## config.mk

```make
export PLATFORM = sky130hd
export DESIGN_NAME = em_pick_drop_seq
export DESIGN_NICKNAME = d
export VERILOG_FILES = /design/src/rtl/em_pick_drop_seq_pkg.sv /design/src/rtl/em_pick_drop_seq_sync.sv /design/src/rtl/em_pick_drop_seq.sv
export SDC_FILE = /design/constraint.sdc
export NUM_CORES = 1
export LEC_CHECK = 0
export CORE_MARGIN = 3
export CORE_UTILIZATION = 35
export DETAILED_ROUTE_END_ITERATION = 10
export GPL_TIMING_DRIVEN = 0
export SYNTH_ARGS = -nofsm -noshare
export SYNTH_HDL_FRONTEND = slang
export SYNTH_SLANG_ARGS = --single-unit
```

## constraint.sdc

```tcl
create_clock -name clk -period 4.3 [get_ports clk]
set_clock_uncertainty 0.1 [all_clocks]
set_input_delay 0.645 -clock clk [delete_from_list [all_inputs] [get_ports clk]]
set_output_delay 0.645 -clock clk [all_outputs]
set_load 0.1 [all_outputs]
```

## src/rtl/em_pick_drop_seq_pkg.sv

```systemverilog
// -----------------------------------------------------------------------------
// em_pkg
//   Shared definitions for the electromagnet pick/drop sequencer.
//   - EM_PICK / EM_DROP : encoding of the magnet driver `state` line; the
//     driver uses the same values.
//   - OP_PICK / OP_DROP : encoding of the requester's cmd_op field.
//   - seq_state_e       : sequencer FSM states.
// -----------------------------------------------------------------------------
package em_pkg;

   localparam logic EM_PICK = 1'b0;  // magnet energised
   localparam logic EM_DROP = 1'b1;  // magnet off

   localparam logic OP_PICK = 1'b0;
   localparam logic OP_DROP = 1'b1;

   typedef enum logic [2:0] {
      ST_IDLE     = 3'd0,
      ST_ENERGIZE = 3'd1,
      ST_CHK_PICK = 3'd2,
      ST_RELEASE  = 3'd3,
      ST_CHK_DROP = 3'd4
   } seq_state_e;

endpackage

```

## src/rtl/em_pick_drop_seq_sync.sv

```systemverilog
// -----------------------------------------------------------------------------
// sync_2ff
//   Two-flop synchroniser for a single asynchronous level input.
//   Ports:
//     clk   in  system clock
//     rst_n in  asynchronous active-low reset (output resets to 0)
//     d     in  asynchronous input
//     q     out synchronised copy of d, two cycles of latency
// -----------------------------------------------------------------------------
module sync_2ff (
   input  logic clk,
   input  logic rst_n,
   input  logic d,
   output logic q
);

   logic meta_q;
   logic sync_q;

   always_ff @(posedge clk or negedge rst_n) begin
      if (!rst_n) begin
         meta_q <= 1'b0;
         sync_q <= 1'b0;
      end else begin
         meta_q <= d;
         sync_q <= meta_q;
      end
   end

   assign q = sync_q;

endmodule

```

## src/rtl/em_pick_drop_seq.sv

```systemverilog
// -----------------------------------------------------------------------------
// em_pick_drop_seq
//   Command-side sequencer for the electromagnet driver. Accepts PICK/DROP
//   requests, holds the magnet energised (or released) for a settle window,
//   then confirms the outcome on the synchronised block-present sensor.
//   Ports:
//     clk       in  system clock
//     rst_n     in  asynchronous active-low reset
//     cmd_valid in  request present, held until accepted
//     cmd_ready out sequencer can accept (IDLE and out of reset)
//     cmd_op    in  0 = PICK, 1 = DROP, sampled on acceptance
//     sense     in  asynchronous block-present sensor
//     em_state  out magnet driver state: 0 = PICK (on), 1 = DROP (off)
//     done      out one-cycle success pulse
//     err       out one-cycle failure pulse
//     holding   out level: block confirmed on the magnet
//
//   Handshake: a request transfers on a rising clk edge where cmd_valid and
//   cmd_ready are both high; the requester keeps cmd_valid and cmd_op stable
//   until then, and cmd_ready never depends on cmd_valid.
// -----------------------------------------------------------------------------
module em_pick_drop_seq
   import em_pkg::*;
#(
   parameter int SETTLE_CYC  = 50000,
   parameter int RELEASE_CYC = 25000,
   parameter int RETRY_MAX   = 2,
   parameter int CNT_W       = 16
) (
   input  logic clk,
   input  logic rst_n,
   input  logic cmd_valid,
   output logic cmd_ready,
   input  logic cmd_op,
   input  logic sense,
   output logic em_state,
   output logic done,
   output logic err,
   output logic holding
);

   localparam int RTR_W = (RETRY_MAX > 0) ? $clog2(RETRY_MAX + 1) : 1;

   localparam logic [CNT_W-1:0] SETTLE_LOAD  = CNT_W'(SETTLE_CYC - 1);
   localparam logic [CNT_W-1:0] RELEASE_LOAD = CNT_W'(RELEASE_CYC - 1);
   localparam logic [RTR_W-1:0] RETRY_LIMIT  = RTR_W'(RETRY_MAX);

   seq_state_e        state_q, state_d;
   logic [CNT_W-1:0]  cnt_q, cnt_d;
   logic [RTR_W-1:0]  retry_q, retry_d;
   logic              em_state_q, em_state_d;
   logic              holding_q, holding_d;
   logic              done_q, done_d;
   logic              err_q, err_d;
   // Redundant PICK (already holding) acknowledges one edge after acceptance.
   logic              ack_q, ack_d;
   // Keeps cmd_ready low while reset is asserted and for the release edge.
   logic              run_q, run_d;
   logic              s_sync;

   sync_2ff u_sense_sync (
      .clk   (clk),
      .rst_n (rst_n),
      .d     (sense),
      .q     (s_sync)
   );

   assign cmd_ready = run_q && (state_q == ST_IDLE);

   always_comb begin
      state_d    = state_q;
      cnt_d      = cnt_q;
      retry_d    = retry_q;
      em_state_d = em_state_q;
      holding_d  = holding_q;
      done_d     = ack_q;
      err_d      = 1'b0;
      ack_d      = 1'b0;
      run_d      = 1'b1;

      case (state_q)
         ST_IDLE: begin
            if (cmd_valid && cmd_ready) begin
               if (cmd_op == OP_DROP) begin
                  em_state_d = EM_DROP;
                  cnt_d      = RELEASE_LOAD;
                  state_d    = ST_RELEASE;
               end else if (holding_q) begin
                  ack_d = 1'b1;
               end else begin
                  em_state_d = EM_PICK;
                  cnt_d      = SETTLE_LOAD;
                  retry_d    = '0;
                  state_d    = ST_ENERGIZE;
               end
            end
         end

         ST_ENERGIZE: begin
            if (cnt_q == '0) state_d = ST_CHK_PICK;
            else             cnt_d   = cnt_q - 1'b1;
         end

         ST_CHK_PICK: begin
            if (s_sync) begin
               holding_d = 1'b1;
               done_d    = 1'b1;
               state_d   = ST_IDLE;
            end else if (retry_q < RETRY_LIMIT) begin
               // Magnet stays on for another full settle window.
               retry_d = retry_q + 1'b1;
               cnt_d   = SETTLE_LOAD;
               state_d = ST_ENERGIZE;
            end else begin
               em_state_d = EM_DROP;
               holding_d  = 1'b0;
               err_d      = 1'b1;
               state_d    = ST_IDLE;
            end
         end

         ST_RELEASE: begin
            if (cnt_q == '0) state_d = ST_CHK_DROP;
            else             cnt_d   = cnt_q - 1'b1;
         end

         ST_CHK_DROP: begin
            holding_d = 1'b0;
            if (s_sync) err_d  = 1'b1;  // block stuck to the magnet
            else        done_d = 1'b1;
            state_d = ST_IDLE;
         end

         default: state_d = ST_IDLE;
      endcase
   end

   // Async reset forces the magnet off the instant rst_n falls.
   always_ff @(posedge clk or negedge rst_n) begin
      if (!rst_n) begin
         state_q    <= ST_IDLE;
         cnt_q      <= '0;
         retry_q    <= '0;
         em_state_q <= EM_DROP;
         holding_q  <= 1'b0;
         done_q     <= 1'b0;
         err_q      <= 1'b0;
         ack_q      <= 1'b0;
         run_q      <= 1'b0;
      end else begin
         state_q    <= state_d;
         cnt_q      <= cnt_d;
         retry_q    <= retry_d;
         em_state_q <= em_state_d;
         holding_q  <= holding_d;
         done_q     <= done_d;
         err_q      <= err_d;
         ack_q      <= ack_d;
         run_q      <= run_d;
      end
   end

   assign em_state = em_state_q;
   assign done     = done_q;
   assign err      = err_q;
   assign holding  = holding_q;

endmodule
```

## Word-level counts from Yosys, hierarchy flattened

Index checks and enable logic that the tools add are counted.

| operators by class | value |
|---|---|
| add/subtract/negate cells | 2 |
| $lt $le $gt $ge | 1 |
| equality and inequality tests | 15 |
| muxes and demuxes | 41 |
| reduce and logical (&&, ||, !) cells | 13 |

Operators by type and width:

| cell | number |
|---|---|
| $mux 16 | 6 |
| $pmux 16 s3 | 1 |
| $mux 1 | 18 |
| $logic_not 16->1 | 1 |
| $ne 2x2->1 const B | 8 |
| $sub 16x1->16 const B | 1 |
| $mux 3 | 5 |
| $pmux 3 s4 | 1 |
| $reduce_and 6->1 | 2 |
| $mux 2 | 5 |
| $pmux 1 s2 | 4 |
| $eq 3x2->1 const B | 2 |
| $reduce_and 5->1 | 1 |
| $pmux 2 s2 | 1 |
| $reduce_and 4->1 | 1 |
| $reduce_bool 2->1 | 2 |
| $eq 3x1->1 const B | 1 |
| $eq 3x3->1 const B | 1 |
| $logic_not 3->1 | 1 |
| $ne 3x2->1 const B | 1 |
| $ne 3x3->1 const B | 1 |
| $reduce_bool 3->1 | 1 |
| $add 2x1->2 const B | 1 |
| $logic_and 1x1->1 | 2 |
| other kinds (4) | 4 |

| storage, ports and cells | value |
|---|---|
| bits in registers | 29 |
| input bits | 5 |
| output and inout port bits | 5 |
| word-level logic and storage cells | 83 |

## Depth between registers and ports, before layout

Gate-level depths: netlist of the first run.

| logic depth | value |
|---|---|
| depth after elaboration | 5 |
| gate-level depth with buffers | 8 |
| mapped depth without buffers | 8 |

## Cells and area by module

A second synthesis of the first run with hierarchy kept.

| second synthesis, totals | value |
|---|---|
| cell total of the unflattened synthesis | 179 |
| area, all modules | 1684.1 sq um |

Modules (own cells, without submodules):

| module | instances | cells an instance | area an instance (sq um) | sequential area each (sq um) |
|---|---|---|---|---|
| em_pick_drop_seq | 1 | 177 | 1634.1 | 676.9 |
| sync_2ff | 1 | 2 | 50.0 | 50.0 |

## Least setup slack after synthesis of the first run

Ideal clock, no wire load.

| timing path | value |
|---|---|
| path type | register to output |
| from | reg state_q[2] |
| to | out cmd_ready |
| data arrival time | 1757 ps |
| required time | 3555 ps |
| setup slack | 1798 ps |
| cell stages (with the launch flop) | 4 |
| buffers on the path | 1 |
| path through | dfrtp_1 > clkbuf_1 > nor2_1 > and3_1 |

| on the way | value |
|---|---|
| longest elaborated chain between the ends | 2 |

RTL lines:

| element | RTL line | text |
|---|---|---|
| start, declared | em_pick_drop_seq.sv:48 | `seq_state_e state_q, state_d;` |
| start signal, assigned | em_pick_drop_seq.sv:151 | `state_q <= state_d;` |
| $logic_not 3->1 | em_pick_drop_seq.sv:68 | `assign cmd_ready = run_q && (state_q == ST_IDLE);` |
| $logic_and 1x1->1 | em_pick_drop_seq.sv:68 |  |
| end, declared | em_pick_drop_seq.sv:33 | `output logic cmd_ready,` |

Every way passes these cells.

## Worst setup path after layout of the first run

Same ends and word-level chain as after synthesis.

==> flow_summary.ini, run 1 <==
[run_status]
run_status = finished clean

[layout]
finish.cell_count_without_fillers = 229
diodes = 0
layout.cells.most_common = sky130_fd_sc_hd__dfrtp_1
most-common-layout-cells = 28 x sky130_fd_sc_hd__dfrtp_1, 19 x sky130_fd_sc_hd__nor2_1, 12 x sky130_fd_sc_hd__a21oi_1, 10 x sky130_fd_sc_hd__nand2_1, 8 x sky130_fd_sc_hd__clkdlybuf4s50_1
layout_cell_share_with_drive_strength_beyond_1 = 0.112
layout.nets = 184
area_growth_syn_to_layout_pct = 15.0

[logic_synthesis]
number_of_storage_elements_in_the_synthesis_netlist = 29
post-synth-top-area-fraction = 0.442
synth_area_per_cell_um2 = 9.78
ys_top_cells_by_area = sky130_fd_sc_hd__dfrtp_1 44%, sky130_fd_sc_hd__nor2_1 4.5%, sky130_fd_sc_hd__a21oi_1 3.8%
yosys.area_share.simple = 0.293
synth_enable_flop_cells = 0
syn_nets = 168
synthesis.area_um2 = 1580
synth_flop_cell = sky130_fd_sc_hd__dfrtp_1
synthArstFlopShare = 1.00
yosys.cell_types.count = 51
synth.area.mux_share = 0
synthAdderAreaFrac = 0.00790
ys_warn_count = 0
netlist_instances = 162
synth_sequential_area_ratio = 0.459
synth_compound_gate_area_share = 0.190
synth_top_family_by_area = simple AND/OR/NAND/NOR gates
share_of_the_synthesized_netlist_area_taken_by_xor_and_xnor_gates = 0.0166
synth_area_leader_cell = sky130_fd_sc_hd__dfrtp_1

[clock_network]
cts_tree = done
cts_h_tree_depth = 2
clk-insertion-delay-late_ns = 0.29
cts_inserted_buffers = 5
postCtsResizedCells = 0
cts-root-to-sink-buffers = 2
postCtsHoldBufs = 0
cts_num_sinks = 29
cts.root.buffer_cell = sky130_fd_sc_hd__clkbuf_8
cts_setup_buffers = 0
clkTransAtPathRegs_ns = 0.06

[power]
leakage_nw = 0.756
ir_drop_worst_vdd_v = 0.000151
cellPowerDensity_nw_per_um2 = 285

[placed_design]
dp.cells = 221
buffer_ports.inserted = 9
detailedPlacementHpwl_um = 2650
place_congestion = 0.898

[timing]
final_min_period_over_clock_period = 0.823
number_of_endpoints_with_negative_hold_slack_in_the_final_report = 0
max_slew.worst_pin.slew_ns = 0.970
setup_violations = 0
fin_crit_ns = 3.54
drv_slew = 0
maxSlewHeadroom = 0.351
achievable-frequency_mhz = 282
unrepaired_setup_endpoints_after_global_routing = false
timing.setup.tns_ns = 0

[drt]
drc = 0
first_iter_violations = 71
drt-total-wl_um = 3690
wire_per_inst_um = 16.1
route.detailed.vias_per_inst = 5.81
vias = 1330
final_antenna_net_count = 0
drtPass1Iterations = 4

[setup_path]
critPathCaptureType = output port
crit_path_max_fanout = 9
crit_arrival_ns = 2.79
worst-setup-path-type = flop to output port
worst_setup_path_start_kind = flop
cp.required_ns = 3.56

[floorplanning]
number_of_core_rows = 23
fp.coreArea_um2 = 4170
floorplan.initialDensity = 0.380
die-height_um = 73.3
boundaryPins = 10
floorplan.die.width_um = 73.3
fp.dieArea_um2 = 5370

[hold_path]
hold_path.class = flop to flop

[grt]
globalRouteOverflowTotal = 0
grt_start_max_net_pins = 30
initial_antenna_violation_count = 0
track_usage = 0.161
grt_first_pass_wirelength_um = 6550
number_of_global_route_vias_before_repair = 1346

[run]
cap_viol_max_count = 0
## through the flow
step	util	setup slack (ns)	hold slack, ns	total power [mW]	instance area, µm²
after detailed placement	0.416	1.07	0.247	0.294	1740
after CTS	0.438	0.741	0.262	0.528	1830
final	0.437	0.760	0.258	0.520	1820
after floorplan	-	1.80	0.231	0.283	1580
after global routing	0.437	0.660	0.264	0.540	1820
after global placement	0.416	1.08	0.232	0.293	1740
## worst paths after layout
| check | end | depth (start not counted) | slack (ns) | startpoint |
|---|---|---|---|---|
| worst max register to register | cnt_q[7]$_DFFE_PN0P_ | 8 | 1.95 | cnt_q[0]$_DFFE_PN0P_ |
| min in group asynchronous | ack_q$_DFF_PN0_ | 1 | 0.28 | rst_n |
| worst max-delay path | cmd_ready | 4 | 0.76 | state_q[2]$_DFFE_PN0P_ |
| worst min register to register | u_sense_sync.q$_DFF_PN0_ | 0 | 0.26 | u_sense_sync.meta_q$_DFF_PN0_ |
| max in group asynchronous | cnt_q[14]$_DFFE_PN0P_ | 1 | 3.39 | rst_n |
| worst min-delay path | u_sense_sync.q$_DFF_PN0_ | 0 | 0.26 | u_sense_sync.meta_q$_DFF_PN0_ |
## logic make-up after synthesis
family | after synthesis
XOR/XNOR | 3
other | 1
flip-flops | 29
AND/OR/NAND/NOR | 73
buffers and inverters | 11
AO/OA/AOI/OAI | 44
adder cells (fa/ha/maj) | 1
## critical path, cell delays in order, from the launching register on
cell and delay (ns):
sky130_fd_sc_hd__dfrtp_1 0.36, sky130_fd_sc_hd__clkbuf_1 0.18, sky130_fd_sc_hd__nor2_1 0.59, sky130_fd_sc_hd__and3_1 0.25
sky130_fd_sc_hd__clkdlybuf4s50_1 1.13
## final cells by class
type                       count  area [µm²]
buffer                         5        23.8
clock buffer                   8        90.1
fill                         406        2350
inverter                       6        25.0
multi-input combinational    122         808
sequential                    29         727
tap                           50        62.6
timing repair buffer           9        85.1
## synth_stat cells, types with 2 or more instances
cell                       count
sky130_fd_sc_hd__o21ai_1       6
sky130_fd_sc_hd__a22oi_1       4
sky130_fd_sc_hd__o41ai_1       4
sky130_fd_sc_hd__and2_1        3
sky130_fd_sc_hd__nand2_1      10
sky130_fd_sc_hd__nor3_1        5
sky130_fd_sc_hd__or3_1         3
sky130_fd_sc_hd__nor2b_1       2
sky130_fd_sc_hd__xor2_1        2
sky130_fd_sc_hd__a211oi_1      2
sky130_fd_sc_hd__nand2b_1      2
sky130_fd_sc_hd__nand4_1       3
sky130_fd_sc_hd__a311oi_1      2
sky130_fd_sc_hd__nand4b_1      2
sky130_fd_sc_hd__nand3_1       4
sky130_fd_sc_hd__clkbuf_1      3
sky130_fd_sc_hd__or4_1         2
sky130_fd_sc_hd__a31oi_1       3
sky130_fd_sc_hd__and3_1        5
sky130_fd_sc_hd__a21o_1        2
sky130_fd_sc_hd__dfrtp_1      28
sky130_fd_sc_hd__a21oi_1      12
sky130_fd_sc_hd__o21ai_0       3
sky130_fd_sc_hd__inv_1         4
sky130_fd_sc_hd__nor2_1       19
sky130_fd_sc_hd__nor4_2        2
## power breakdown
part	internal [mW]	switching [mW]
combinational	0.00363	0.00834
sequential	0.274	0.00126
clock	0.130	0.102
## layer usage
layer | global-route usage | part of all wire | up-vias | routed length, µm
li1 | - | - | 638 | -
met1 | 0.222 | 0.48 | 655 | 1760
met2 | 0.241 | 0.46 | 30 | 1700
met3 | 0.0369 | 0.045 | 7 | 167
met4 | 0.0717 | 0.017 | 0 | 63
met5 | 0 | 0 | - | 0
## state kept, by name, summed over array words and instances (netlist names)
register	cells
done	1
holding	1
err	1
em_state	1
u_sense_sync.meta_q	1
ack_q	1
retry_q	2
state_q	3
cnt_q	16
run_q	1
u_sense_sync.q	1
Power figures use the tool's default switching activity.
==> run 2: changes to the inputs <==
==> constraint.sdc (replaced) <==
create_clock -name clk -period 3.5 [get_ports clk]
set_clock_uncertainty 0.1 [all_clocks]
set_input_delay 0.525 -clock clk [delete_from_list [all_inputs] [get_ports clk]]
set_output_delay 0.525 -clock clk [all_outputs]
set_load 0.1 [all_outputs]
==> run 2 against run 1 <==
Combinational power grew 22%. Non-clock buffer count is the same. Clock-buffer cell count is the same. Worst setup slack lost 0.29 ns. Largest power group unchanged. Highest routed layer unchanged.
==> flow_summary.ini, run 2 (synthesis gave the netlist of run 1 again) <==
[run_status]
run_status = finished clean

[power]
total_power_mw = 0.639
leakage_nw = 0.775
ir_drop_worst_vdd_v = 0.000185
cellPowerDensity_nw_per_um2 = 350

[layout]
fillCellCount = 407
largest-register = cnt_q
layout_cell_share_with_drive_strength_beyond_1 = 0.112
finish.cell_count_without_fillers = 229
area_of_the_multi_input_gates_um2 = 808
layout.nets = 184
layout.cells.most_common = sky130_fd_sc_hd__dfrtp_1
final_core_utilization = 0.437
most-common-layout-cells = 28 x sky130_fd_sc_hd__dfrtp_1, 19 x sky130_fd_sc_hd__nor2_1, 12 x sky130_fd_sc_hd__a21oi_1, 10 x sky130_fd_sc_hd__nand2_1, 7 x sky130_fd_sc_hd__clkdlybuf4s50_1
final_cell_area_um2 = 1820
diodes = 0
top_regs = cnt_q: 16 flops, state_q: 3 flops, retry_q: 2 flops
largest_reg_flops = 16
area_growth_syn_to_layout_pct = 15.2
ff_latch_area_um2 = 727

[grt]
grt_first_pass_wirelength_um = 6550
initial_antenna_violation_count = 0
top_usage_layer = met2
track_usage = 0.161
number_of_global_route_vias_before_repair = 1346
grt_start_max_net_pins = 30
globalRouteOverflowTotal = 0
met2_usage = 0.241
use_met1 = 0.222
met3_resource_use_gr = 0.0369

[drt]
vias = 1330
final_antenna_net_count = 0
drtPass1Iterations = 4
first_iter_violations = 71
drc = 0
wire_per_inst_um = 16.1
drt-total-wl_um = 3690
route.detailed.vias_per_inst = 5.81

[timing]
timing.setup.tns_ns = 0
unrepaired_setup_endpoints_after_global_routing = false
final.setup.worst_slack_ns = 0.474
drv_slew = 0
setup_violations = 0
achievable-frequency_mhz = 330
number_of_endpoints_with_negative_hold_slack_in_the_final_report = 0
max_slew.worst_pin.slew_ns = 0.970
fin_crit_ns = 3.03
final_min_period_over_clock_period = 0.865
maxSlewHeadroom = 0.351
finalHoldWorstSlack_ns = 0.162

[floorplanning]
floorplan.initialDensity = 0.380
floorplan.die.width_um = 73.3
die-height_um = 73.3
fp.coreArea_um2 = 4170
boundaryPins = 10
number_of_core_rows = 23
fp.dieArea_um2 = 5370

[setup_path]
cp.required_ns = 2.87
cp_cell_sequence = clkbuf_1 > nor2_1 > and3_1 > dlymetal6s2s_1
critPathCaptureType = output port
crit_path_max_fanout = 9
slowest_delay_ns = 0.74
worst-setup-path-type = flop to output port
timing.critical_path.slowest_stage_cell = sky130_fd_sc_hd__dlymetal6s2s_1
cp.buffers_inverters = 2
crit_arrival_ns = 2.40
r2r_slack_ns = 1.15
critPathTopFamily = buffers and inverters
worst_setup_path_start_kind = flop

[placed_design]
detailedPlacementHpwl_um = 2650
place_congestion = 0.898
buffer_ports.inserted = 9
dp.cells = 221
post_dp_cell_area_um2 = 1740
detailedPlace.worstSlack_ns = 0.391

[hold_path]
hold_path.class = input pin to asynchronous set/reset pin

[clock_network]
cts_tree = done
postCtsResizedCells = 0
cts.root.buffer_cell = sky130_fd_sc_hd__clkbuf_8
cts_h_tree_depth = 2
cts-root-to-sink-buffers = 2
clk-insertion-delay-late_ns = 0.29
cts_setup_buffers = 0
clkTransAtPathRegs_ns = 0.07
cts_num_sinks = 29
postCtsHoldBufs = 0
cts_inserted_buffers = 5

[run]
cap_viol_max_count = 0
## run 2: layer usage
| layer | share of wire | up-vias | routed length (µm) |
|---|---|---|---|
| met1 | 0.48 | 655 | 1760 |
| met2 | 0.46 | 30 | 1700 |
| met3 | 0.045 | 7 | 167 |
| li1 | - | 638 | - |
| met5 | 0 | - | 0 |
| met4 | 0.017 | 0 | 63 |
## run 2: area by class of cell
class | instances | share of cell area
plain buffers | 5 | 0.0130
well taps | 50 | 0.0343
inverters | 6 | 0.0137
repair buffers | 9 | 0.0480
flip-flops and latches | 29 | 0.398
clock buffers | 8 | 0.0494
multi-input cells | 122 | 0.443
## run 2: path summary, 6_finish.rpt
| path | startpoint | end | cells after the start |
|---|---|---|---|
| max reg2reg | cnt_q[0]$_DFFE_PN0P_ | cnt_q[7]$_DFFE_PN0P_ | 8 |
| max | state_q[2]$_DFFE_PN0P_ | cmd_ready | 4 |
| min | rst_n | ack_q$_DFF_PN0_ | 1 |
| max in group asynchronous | rst_n | cnt_q[14]$_DFFE_PN0P_ | 1 |
| min reg2reg | u_sense_sync.meta_q$_DFF_PN0_ | u_sense_sync.q$_DFF_PN0_ | 0 |
| min in group clk | u_sense_sync.meta_q$_DFF_PN0_ | u_sense_sync.q$_DFF_PN0_ | 0 |
## run 2: worst register-to-register path, cell delays in order, from the launching register on
cell	delay, ns
sky130_fd_sc_hd__dfrtp_1	0.40
sky130_fd_sc_hd__inv_1	0.10
sky130_fd_sc_hd__ha_1	0.25
sky130_fd_sc_hd__nor4b_4	0.36
sky130_fd_sc_hd__nand4_4	0.21
sky130_fd_sc_hd__a22oi_4	0.36
sky130_fd_sc_hd__inv_4	0.11
sky130_fd_sc_hd__o21a_1	0.12
sky130_fd_sc_hd__o221a_1	0.21
## run 2: where the power goes
group | total [mW] | switching (mW) | internal [mW]
registers | 0.339 | 0.00155 | 0.337
clock network | 0.286 | 0.125 | 0.160
logic | 0.0147 | 0.0102 | 0.00446
